`src/rtl/weight_buffer_loader.sv`:
```
// Streams 32-bit words into 512-bit lines and writes each packed line into a
// single-port weight buffer at consecutive (wrapping) line addresses.
module weight_buffer_loader #(
    parameter int WORDS_PER_LINE = 16,
    parameter int DEPTH          = 64
) (
    input  logic                         CLK,
    input  logic                         RSTN,
    input  logic                         start,
    input  logic [$clog2(DEPTH)-1:0]     base_addr,
    input  logic [$clog2(DEPTH):0]       num_lines,
    input  logic                         abort,
    input  logic                         s_valid,
    input  logic [31:0]                  s_data,
    output logic                         s_ready,
    output logic                         CEN,
    output logic                         WEN,
    output logic [$clog2(DEPTH)-1:0]     A,
    output logic [32*WORDS_PER_LINE-1:0] D,
    output logic                         RETN,
    output logic                         busy,
    output logic                         done,
    output logic                         err
);

    localparam int AW  = $clog2(DEPTH);
    localparam int LCW = AW + 1;
    localparam int WCW = $clog2(WORDS_PER_LINE);
    localparam int LW  = 32 * WORDS_PER_LINE;

    typedef enum logic [1:0] {IDLE, FILL, WRITE, DONE} state_t;

    state_t           state_q, state_d;
    logic [WCW-1:0]   word_cnt_q, word_cnt_d;
    logic [LCW-1:0]   line_cnt_q, line_cnt_d;
    logic [LCW-1:0]   num_q, num_d;
    logic [AW-1:0]    base_q, base_d;
    logic             s_ready_q, s_ready_d;
    logic             cen_q, cen_d;
    logic             wen_q, wen_d;
    logic [AW-1:0]    a_q, a_d;
    logic [LW-1:0]    d_q, d_d;
    logic             retn_q;
    logic             busy_q, busy_d;
    logic             done_q, done_d;
    logic             err_q, err_d;
    logic [LW-1:0]    pack_q, pack_d;
    logic             xfer;
    logic             last_word;
    logic             legal_len;

    // abort wins over a coincident stream word, so a cancelled word is never packed
    assign xfer      = s_valid & s_ready_q & ~abort;
    assign last_word = (word_cnt_q == WCW'(WORDS_PER_LINE - 1));
    assign legal_len = (num_lines != '0) && (num_lines <= LCW'(DEPTH));

    always_comb begin
        pack_d = pack_q;
        if (xfer) begin
            for (int k = 0; k < WORDS_PER_LINE; k++) begin
                if (word_cnt_q == WCW'(k)) begin
                    pack_d[32*k +: 32] = s_data;
                end
            end
        end
    end

    always_comb begin
        state_d    = state_q;
        word_cnt_d = word_cnt_q;
        line_cnt_d = line_cnt_q;
        num_d      = num_q;
        base_d     = base_q;
        s_ready_d  = 1'b0;
        cen_d      = 1'b1;
        wen_d      = 1'b1;
        a_d        = a_q;
        d_d        = d_q;
        busy_d     = busy_q;
        done_d     = 1'b0;
        err_d      = err_q;
        unique case (state_q)
            IDLE: begin
                if (start && legal_len) begin
                    state_d    = FILL;
                    base_d     = base_addr;
                    num_d      = num_lines;
                    word_cnt_d = '0;
                    line_cnt_d = '0;
                    s_ready_d  = 1'b1;
                    busy_d     = 1'b1;
                    err_d      = 1'b0;
                end else if (start) begin
                    state_d = DONE;
                    done_d  = 1'b1;
                    err_d   = 1'b1;
                    busy_d  = 1'b0;
                end
            end
            FILL: begin
                if (abort) begin
                    state_d = DONE;
                    done_d  = 1'b1;
                    err_d   = 1'b1;
                    busy_d  = 1'b0;
                end else begin
                    s_ready_d = 1'b1;
                    if (xfer && last_word) begin
                        state_d    = WRITE;
                        s_ready_d  = 1'b0;
                        word_cnt_d = '0;
                    end else if (xfer) begin
                        word_cnt_d = word_cnt_q + WCW'(1);
                    end
                end
            end
            WRITE: begin
                // the buffer strobe is issued from here so a same-cycle abort can still veto it
                if (abort) begin
                    state_d = DONE;
                    done_d  = 1'b1;
                    err_d   = 1'b1;
                    busy_d  = 1'b0;
                end else begin
                    cen_d      = 1'b0;
                    wen_d      = 1'b0;
                    a_d        = base_q + line_cnt_q[AW-1:0];
                    d_d        = pack_q;
                    line_cnt_d = line_cnt_q + LCW'(1);
                    if (line_cnt_q + LCW'(1) == num_q) begin
                        state_d = DONE;
                        done_d  = 1'b1;
                        busy_d  = 1'b0;
                    end else begin
                        state_d    = FILL;
                        s_ready_d  = 1'b1;
                        word_cnt_d = '0;
                    end
                end
            end
            DONE: begin
                state_d = IDLE;
            end
            default: begin
                state_d = IDLE;
            end
        endcase
    end

    always_ff @(posedge CLK or negedge RSTN) begin
        if (!RSTN) begin
            state_q    <= IDLE;
            word_cnt_q <= '0;
            line_cnt_q <= '0;
            num_q      <= '0;
            base_q     <= '0;
            s_ready_q  <= 1'b0;
            cen_q      <= 1'b1;
            wen_q      <= 1'b1;
            a_q        <= '0;
            d_q        <= '0;
            retn_q     <= 1'b0;
            busy_q     <= 1'b0;
            done_q     <= 1'b0;
            err_q      <= 1'b0;
        end else begin
            state_q    <= state_d;
            word_cnt_q <= word_cnt_d;
            line_cnt_q <= line_cnt_d;
            num_q      <= num_d;
            base_q     <= base_d;
            s_ready_q  <= s_ready_d;
            cen_q      <= cen_d;
            wen_q      <= wen_d;
            a_q        <= a_d;
            d_q        <= d_d;
            retn_q     <= 1'b1;
            busy_q     <= busy_d;
            done_q     <= done_d;
            err_q      <= err_d;
        end
    end

    // packing register is pure datapath; its contents only matter once a full line is in
    always_ff @(posedge CLK) begin
        pack_q <= pack_d;
    end

    assign s_ready = s_ready_q;
    assign CEN     = cen_q;
    assign WEN     = wen_q;
    assign A       = a_q;
    assign D       = d_q;
    assign RETN    = retn_q;
    assign busy    = busy_q;
    assign done    = done_q;
    assign err     = err_q;

endmodule

```
`config.mk`:
```
export PLATFORM = sky130hd
export DESIGN_NAME = weight_buffer_loader
export DESIGN_NICKNAME = d
export VERILOG_FILES = /design/src/rtl/weight_buffer_loader.sv
export SDC_FILE = /design/constraint.sdc
export NUM_CORES = 1
export LEC_CHECK = 0
export BUFFER_PORTS_ARGS = -buffer_cell sky130_fd_sc_hd__clkbuf_2
export CAP_MARGIN = 20
export CORE_MARGIN = 2
export CORE_UTILIZATION = 56
export CTS_CLUSTER_DIAMETER = 60
export DETAILED_ROUTE_END_ITERATION = 6
export PLACE_DENSITY = 0.79
export SYNTH_ARGS = -nofsm -noshare
export SYNTH_HDL_FRONTEND = slang
export SYNTH_SLANG_ARGS = --single-unit
```
`constraint.sdc`:
```
create_clock -name CLK -period 4.7 [get_ports CLK]
set_input_delay 0.47 -clock CLK [delete_from_list [all_inputs] [get_ports CLK]]
set_output_delay 0.47 -clock CLK [all_outputs]
set_load 0.01 [all_outputs]
```
# After elaboration in Yosys (flattened, before gate mapping)
# Cells that the tools add are included.
# word_totals
reg_bits,1062
latchBits,0
ramBits,0
rom_bits,0
inputBits,50
out_inout_bits,525
word_cells,138
memories,0
# op_classes
add_sub_neg,3
mul,0
div_mod_pow,0
magnitude_cmp,1
eq_ne,29
shifts,0
mux,40
n_bitwise,3
reduce_logical,33
# ops
op,n
AND reduction 2 bit,19
equality test 4 bit (second input constant),8
2-to-1 mux 4 bit,6
2-to-1 mux 1 bit,19
equality test 4 x 3 -> 1 bit (second input constant),4
2-to-1 mux 7 bit,2
one-hot mux 7 bit (2 select lines),1
2-to-1 mux 2 bit,6
inequality test 3 bit (second input constant),4
one-hot mux 4 bit (3 select lines),1
inequality test 2 bit (second input constant),5
one-hot mux 1 bit (3 select lines),3
equality test 4 x 2 -> 1 bit (second input constant),2
one-hot mux 2 bit (4 select lines),1
adder 7 x 1 -> 7 bit (second input constant),1
equality test 7 bit,1
<= comparator 7 bit (second input constant),1
nonzero test 7 bit,1
adder 6 bit,1
AND reduction 3 bit,2
AND reduction 6 bit,1
adder 4 x 1 -> 4 bit (second input constant),1
equality test 2 bit (second input constant),2
equality test 4 x 1 -> 1 bit (second input constant),1
12 further kinds,16

# Logic depth before layout (Yosys ltp)
# Gate-level depths: netlist of run 1.
# logic_depth
word_depth,6
ltp_mapped,10
depth_no_buf,8

# Least setup slack after synthesis of run 1
# No wires, ideal clock.
# synth_path
path_type,input port to flip-flop
startpoint,in abort
endpoint,"reg pack_q[0], enable pin"
setup_time_ps,461
arrival_time_ps,3118
required_time_ps,4239
setup_slack_ps,1121
stages,4
path_buffers,1
path_cell_list,and3b_1 -> buf_2 -> nand2_1 -> nor3_1
# synth_between
elab_chain_cells,3
# synth_lines
element,line,text
start: declaration,12,"input logic abort,"
NOT 1 bit (no line),n/a,
AND 1 bit,53,assign xfer = s_valid & s_ready_q & ~abort;
AND reduction 2 bit (no line),n/a,
end signal: assignment,186,pack_q <= pack_d;
end: declaration,47,"logic [LW-1:0] pack_q, pack_d;"
# No other way between the ends.
# A chain may end at the register's enable or synchronous reset.

# Worst setup path after layout of run 1
# layout_path
startpoint,reg state_q[0]
endpoint,reg line_cnt_q[0]
# layout_between
elab_chain_cells,3
elab_cells_between_ends,7
cone_classes,3 x eq/ne; 1 x mux; 3 x reduce/logical
# layout_lines
element,line,text
start: declaration,33,"state_t state_q, state_d;"
start signal: assignment,167,state_q <= state_d;
equality test 2 bit / logical NOT 2 bit (equally long branches),82,unique case (state_q)
inequality test 2 bit (no line) / nonzero test 2 bit (equally long branches),n/a,
AND reduction 3 bit (no line),n/a,
end signal: assignment,169,line_cnt_q <= line_cnt_d;
end: declaration,35,"logic [LCW-1:0] line_cnt_q, line_cnt_d;"
# Parallel ways exist; a longest one is shown, timed or not.

==> impl_metrics.env, run 1 <==
export IMPL_status="finished clean"
export IMPL_layout_setup_ws_ps=1540
export IMPL_setup_viol=0
export IMPL_yosys_most_used_dff="dfrtp_1"
export IMPL_dp_cells=4281
export IMPL_drt_wl_total_mm=101
export IMPL_dieArea_sq_um=67900
export IMPL_die_y_microns=261
export IMPL_worstPathArrival_ps=3660
export IMPL_clockRootBuffer="clkbuf_16"
export IMPL_fillers=4456
export IMPL_clock_latency_ps=650
export IMPL_tightestPinTransition_ps=1140
export IMPL_clock_sinks=1062
export IMPL_slew_headroom_pct=23.9
export IMPL_portBuffers=574
export IMPL_yosysUniqueCellTypes=55
export IMPL_numCtsBuffers=104
export IMPL_p_total_mw=29.1
export IMPL_crit_path_max_fanout=105
export IMPL_critical_path_class="flop to flop"
export IMPL_grt_max_degree=217
export IMPL_synth_area_sq_um=36900
export IMPL_fin_worst_skew_ps=26.2
export IMPL_yosysWarnings=0
export IMPL_synth_edf_count=512
export IMPL_dr_pass1_iters=5
export IMPL_cp_end_kind="flop"
export IMPL_power_switching_mw=9.74
export IMPL_wirelength_met1_mm=38.4
export IMPL_highest_layer="met4"
export IMPL_p_sw_share_pct=33.5
export IMPL_slowest_delay_ps=900
export IMPL_viasPerCell=5.39
export IMPL_grt_pass1_wl_mm=146
export IMPL_num_nets_final=3593
export IMPL_slew_viol_final=0
export IMPL_crit_chain="inv_1 > ha_1 > nor2b_4 > buf_4 > buf_4 > nand3_1 > o21ai_0 > a21oi_1"
export IMPL_pre_cts_ws_ps=1550
export IMPL_seq_area_frac_synth_pct=79.0
export IMPL_timing_final_crit_share_pct=67.2
export IMPL_hold_viol=0
export IMPL_final_area_sq_um=44400
export IMPL_maxCapViolations=0
export IMPL_antenna_found_initial=3
export IMPL_hold_class="input port to flop"
export IMPL_seqCellArea_sq_um=29100
export IMPL_io_pins=575
export IMPL_cts_max_level=3
export IMPL_track_usage_pct=29.4
export IMPL_synthArstFlopShare_pct=51.8
export IMPL_ant_nets=0
export IMPL_synth_seq_cells=1062
export IMPL_max_vdd_ir_drop_mv=0.472
export IMPL_path_clk_slew_ps=60
export IMPL_fp_row_count=94
export IMPL_finalNonFillerCells=4482
export IMPL_layout_drive_gt1_share_pct=22.2
export IMPL_crit_top_cell="buf_4"
export IMPL_p_leak_nw=20.8
export IMPL_post_route_min_period_ps=3160
export IMPL_grt_overflow=0
export IMPL_place_congestion=0.833
export IMPL_multiInputGateArea_sq_um=7290
export IMPL_required_ps=5200
export IMPL_syn_avg_cell_area_sq_um=12.5
export IMPL_netlist_instances=2943
export IMPL_syn_nets=3009
export IMPL_crit_slowest_cell="buf_4"
export IMPL_finalHoldWorstSlack_ps=43.9
export IMPL_final_util_pct=67.7
export IMPL_internal_power_mw=19.3
export IMPL_dp_hpwl_mm=59.6
export IMPL_holdPathStages=2
export IMPL_cts_resized=0
export IMPL_die_w_microns=261
export IMPL_routedWlPerCell_microns=22.4
export IMPL_tritoncts="built"
export IMPL_fmax_ghz=0.317
export IMPL_grt_pass1_vias=23400
export IMPL_power_density_nw_per_um2=655
export IMPL_drcViolationCount=0
export IMPL_cts_buffer_depth=3
export IMPL_placed_area_sq_um=40800
export IMPL_met3_length_mm=7.66
export IMPL_critPathLaunchType="flop"
export IMPL_power_share_combinational_pct=25.1
export IMPL_core_area_sq_um=65500
export IMPL_clock_power_share_pct=28.8
export IMPL_drt_iter0_drc=2899
export IMPL_grt_setup_unrepaired="no"
export IMPL_reg2reg_depth=8
export IMPL_initial_core_util_pct=56.3
export IMPL_synthToLayoutAreaGrowth_pct=20.3
export IMPL_met2_length_mm=48.9
export IMPL_vias=24200
export IMPL_setup_tns_final_ps=0
export IMPL_sequentialPowerShare_pct=46.1
-- Yosys cell counts (2+ instances only) --
library cell     n  area share, %
a21o_1           6           0.12
a211oi_1         3          0.061
clkbuf_1        94           0.96
xor2_1           5           0.12
nand3_1         11           0.15
mux2_2          12           0.37
buf_1            4          0.041
buf_2           28           0.38
o21ai_1          2          0.027
nand4_1          3          0.051
o21ai_0         16           0.22
ha_1            15           0.51
a21oi_1         17           0.23
nand2b_1         4          0.068
edfxtp_1       512             42
o21bai_1         2          0.041
inv_1           16           0.16
nor2_1          15           0.15
dfrtp_1        549             37
a31oi_1          3          0.051
nand2_1       1563             16
o21a_1           3          0.061
xnor2_1          9           0.21
o22ai_1          3          0.051
and3_1           3          0.051
a221oi_1         3          0.071
nor2b_1          4          0.068
nor3_1          11           0.15
-- sequential cells by signal, indices dropped and copies added (netlist names) --
register / flops
line_cnt_q: 7
D: 512
A: 6
RETN: 1
busy: 1
s_ready: 1
pack_q: 512
word_cnt_q: 4
done: 1
state_q: 2
num_q: 7
err: 1
base_q: 6
WEN: 1
-- repair_timing --
action	CTS	global route
setup buffers	0	0
endpoints found under the hold margin	102	0
hold buffers	1	0
-- placed cells by master, fill, tap and decap left out, types with 11 or more instances in the layout --
cell | netlist | routed
a21oi_1 | 17 | 17
buf_12 | 0 | 13
buf_4 | 1 | 15
clkbuf_1 | 94 | 29
clkbuf_16 | 0 | 105
clkbuf_2 | 0 | 573
clkbuf_8 | 0 | 14
clkinv_2 | 0 | 14
dfrtp_1 | 549 | 549
edfxtp_1 | 512 | 512
ha_1 | 15 | 15
inv_1 | 16 | 15
mux2_2 | 12 | 12
nand2_1 | 1563 | 1563
nand3_1 | 11 | 11
nor2_4 | 0 | 11
o21ai_0 | 16 | 16
-- kinds of logic (layout without fill, tap and decap cells) --
logic type	Yosys count	count (layout)	share of synthesized area (%)
and+or+nand+nor	1626	1626	16.9
DFF	1062	1062	79.0
buffers and inverters	143	817	1.56
AOI/OAI and AO/OA	69	69	1.25
adders and majority gates	16	16	0.563
xor gates and xnor gates	14	14	0.332
muxes	12	12	0.366
other	1	2	0.0102
-- worst max-delay path, delay by kind of cell, from the launching register on --
| family | cells | cell delay [ps] |
|---|---|---|
| flip-flops | 1 | 420 |
| buffers and inverters | 3 | 1410 |
| AO/OA/AOI/OAI | 2 | 210 |
| adder cells (fa/ha/maj) | 1 | 470 |
| AND/OR/NAND/NOR | 2 | 470 |
-- path summary, 6_finish.rpt --
path                       slack (ps)          from             to
max in group asynchronous        2880          RSTN         D[299]
setup reg to reg                 1540    state_q[0]  line_cnt_q[0]
min in group asynchronous         510          RSTN           A[5]
setup / recovery                 1540    state_q[0]  line_cnt_q[0]
hold / removal                     40  base_addr[5]      base_q[5]
hold reg to reg                   430   pack_q[445]         D[445]
-- layer usage --
layer | GRT usage, % | up-vias
met2 | 46.7 | 1206
met3 | 4.71 | 269
met1 | 39.5 | 12000
met4 | 15.5 | 0
met5 | 0 | -
li1 | - | 10700
-- area by class of cell --
type	instances	area share (%)
clock buffer	148	6.60
tap	864	2.44
antenna	1	0.00564
timing repair buffer	605	7.48
multi-input combinational	1738	16.4
clock inverter	48	1.23
sequential	1062	65.7
inverter	16	0.152
-- power groups by stage --
stage               clock network, mW  logic (mW)  registers (mW)
global route                     8.83        8.02            13.6
detailed placement                  0        7.28            13.5
finish                           8.37        7.30            13.4
floorplan                           0        2.81            14.1
CTS                              8.45        7.37            13.4
global placement                    0        6.97            13.4
Power figures use the tool's default switching activity.
==> inputs of run 2 (changes only) <==
==> constraint.sdc (replaced) <==
create_clock -name CLK -period 3.2 [get_ports CLK]
set_input_delay 0.32 -clock CLK [delete_from_list [all_inputs] [get_ports CLK]]
set_output_delay 0.32 -clock CLK [all_outputs]
set_load 0.01 [all_outputs]
==> run 2 against run 1 <==
Compared with the run above: clock power up 40%; global-route usage up 1.1 points; critical path type unchanged; largest power group unchanged; critical endpoint is now D[8]; largest cell class unchanged; worst hold slack better by 1.1 ps; fmax up 22%; non-clock buffer count up 27; register-to-register slack worse by 920 ps; via count up 2.0%.
==> impl_metrics.env, run 2 (synthesis gave the netlist of run 1 again) <==
export IMPL_drt_wl_total_mm=104
export IMPL_grtUsageMet1_pct=40.6
export IMPL_cts_setup_buffers=0
export IMPL_slew_viol_final=0
export IMPL_critPathLaunchType="flop"
export IMPL_required_ps=3780
export IMPL_grtUsageMet2_pct=48.1
export IMPL_cts_buffer_depth=3
export IMPL_clockRootBuffer="clkbuf_16"
export IMPL_initial_core_util_pct=56.3
export IMPL_dieArea_sq_um=67900
export IMPL_final_cell_mix="1,563 x nand2_1, 573 x clkbuf_2, 549 x dfrtp_1"
export IMPL_setup_tns_final_ps=0
export IMPL_post_route_min_period_ps=2580
export IMPL_cts_max_level=3
export IMPL_slew_headroom_pct=34.5
export IMPL_clock_sinks=1062
export IMPL_clock_latency_ps=660
export IMPL_fin_worst_skew_ps=36.9
export IMPL_core_area_sq_um=65500
export IMPL_cp_end_kind="flop"
export IMPL_ant_nets=0
export IMPL_dr_pass1_iters=6
export IMPL_grt_max_degree=125
export IMPL_p_leak_nw=20.8
export IMPL_crit_path_max_fanout=80
export IMPL_drt_iter0_drc=3418
export IMPL_worstPathArrival_ps=3160
export IMPL_crit_top_cell="nand2_1"
export IMPL_dp_cells=4299
export IMPL_die_w_microns=261
export IMPL_timing_final_crit_share_pct=80.7
export IMPL_fp_row_count=94
export IMPL_status="finished clean"
export IMPL_path_clk_slew_ps=60
export IMPL_grt_busiest_layer="met2"
export IMPL_vias=24700
export IMPL_fmax_ghz=0.387
export IMPL_p_total_mw=42.2
export IMPL_grt_setup_unrepaired="no"
export IMPL_final_area_sq_um=44400
export IMPL_portBuffers=574
export IMPL_routedWlPerCell_microns=23.1
export IMPL_crit_slowest_cell="buf_4"
export IMPL_mostFrequentLayoutCell="nand2_1"
export IMPL_max_vdd_ir_drop_mv=0.726
export IMPL_viasPerCell=5.47
export IMPL_slowest_delay_ps=560
export IMPL_setup_viol=0
export IMPL_track_usage_pct=30.4
export IMPL_pre_cts_ws_ps=650
export IMPL_antenna_found_initial=13
export IMPL_placed_area_sq_um=41000
export IMPL_io_pins=575
export IMPL_finalHoldWorstSlack_ps=44.9
export IMPL_num_nets_final=3618
export IMPL_tightestPinTransition_ps=982
export IMPL_drcViolationCount=0
export IMPL_crit_chain="inv_1 > ha_1 > nor2b_4 > buf_12 > buf_4 > nand2_1 > nand2_1"
export IMPL_critical_path_class="flop to flop"
export IMPL_layout_setup_ws_ps=618
export IMPL_dp_hpwl_mm=61.3
export IMPL_die_y_microns=261
export IMPL_place_congestion=0.894
export IMPL_grt_pass1_vias=24200
export IMPL_final_util_pct=67.7
export IMPL_finalNonFillerCells=4503
export IMPL_numCtsBuffers=102
export IMPL_grt_pass1_wl_mm=151
export IMPL_hold_viol=0
export IMPL_grt_overflow=0
export IMPL_gr_usage_met3_pct=5.57
export IMPL_maxCapViolations=0
export IMPL_layout_drive_gt1_share_pct=22.1
export IMPL_tritoncts="built"
export IMPL_synthToLayoutAreaGrowth_pct=20.3
export IMPL_hold_class="input port to flop"
export IMPL_power_density_nw_per_um2=951
-- run 2: changes by cell type in the layout (fill, tap and decap cells not counted), sizes merged --
cell / previous run / this run
clkinv: 28 / 29
inv: 21 / 19
clkinvlp: 6 / 3
dlygate4sd3: 1 / 13
diode: 1 / 2
bufinv: 9 / 6
buf: 31 / 46
-- run 2: path summary, 6_finish.rpt --
path	start	to	slack [ps]	cells after the start
min reg2reg	pack_q[435]	D[435]	410	2
min in group asynchronous	RSTN	D[319]	220	2
min	num_lines[6]	num_q[6]	40	3
max reg2reg	state_q[0]	D[8]	620	7
max in group asynchronous	RSTN	D[38]	2020	3
max	state_q[0]	D[8]	620	7
-- run 2: layer usage --
layer	up-vias	wire length, microns
met2	1488	50400
met5	-	0
li1	10800	-
met4	0	5780
met1	12100	38300
met3	295	9320
-- run 2: power breakdown --
group	total [mW]	switching [mW]	internal (mW)
logic	10.8	7.00	3.81
registers	19.7	2.25	17.5
clock network	11.7	5.00	6.66
total	42.2	14.2	28.0
-- run 2: final cells by class --
type	count	area [sq um]
multi-input combinational	1738	7310
sequential	1062	29100
fill	4354	21100
inverter	16	67.6
antenna	2	5.00
clock buffer	148	2850
clock inverter	41	387
timing repair buffer	632	3540
tap	864	1080
-- run 2: critical path: cells and delay by family (launching register included) --
| family | cells | cell delay [ps] |
|---|---|---|
| adders and majority gates | 1 | 440 |
| and+or+nand+nor | 3 | 560 |
| buffers and inverters | 3 | 1070 |
| DFF | 1 | 410 |
-- run 2: timing repair --
action,CTS,global route
hold buffers,13,0
gates resized for setup,0,0
hold endpoints to repair,70,0
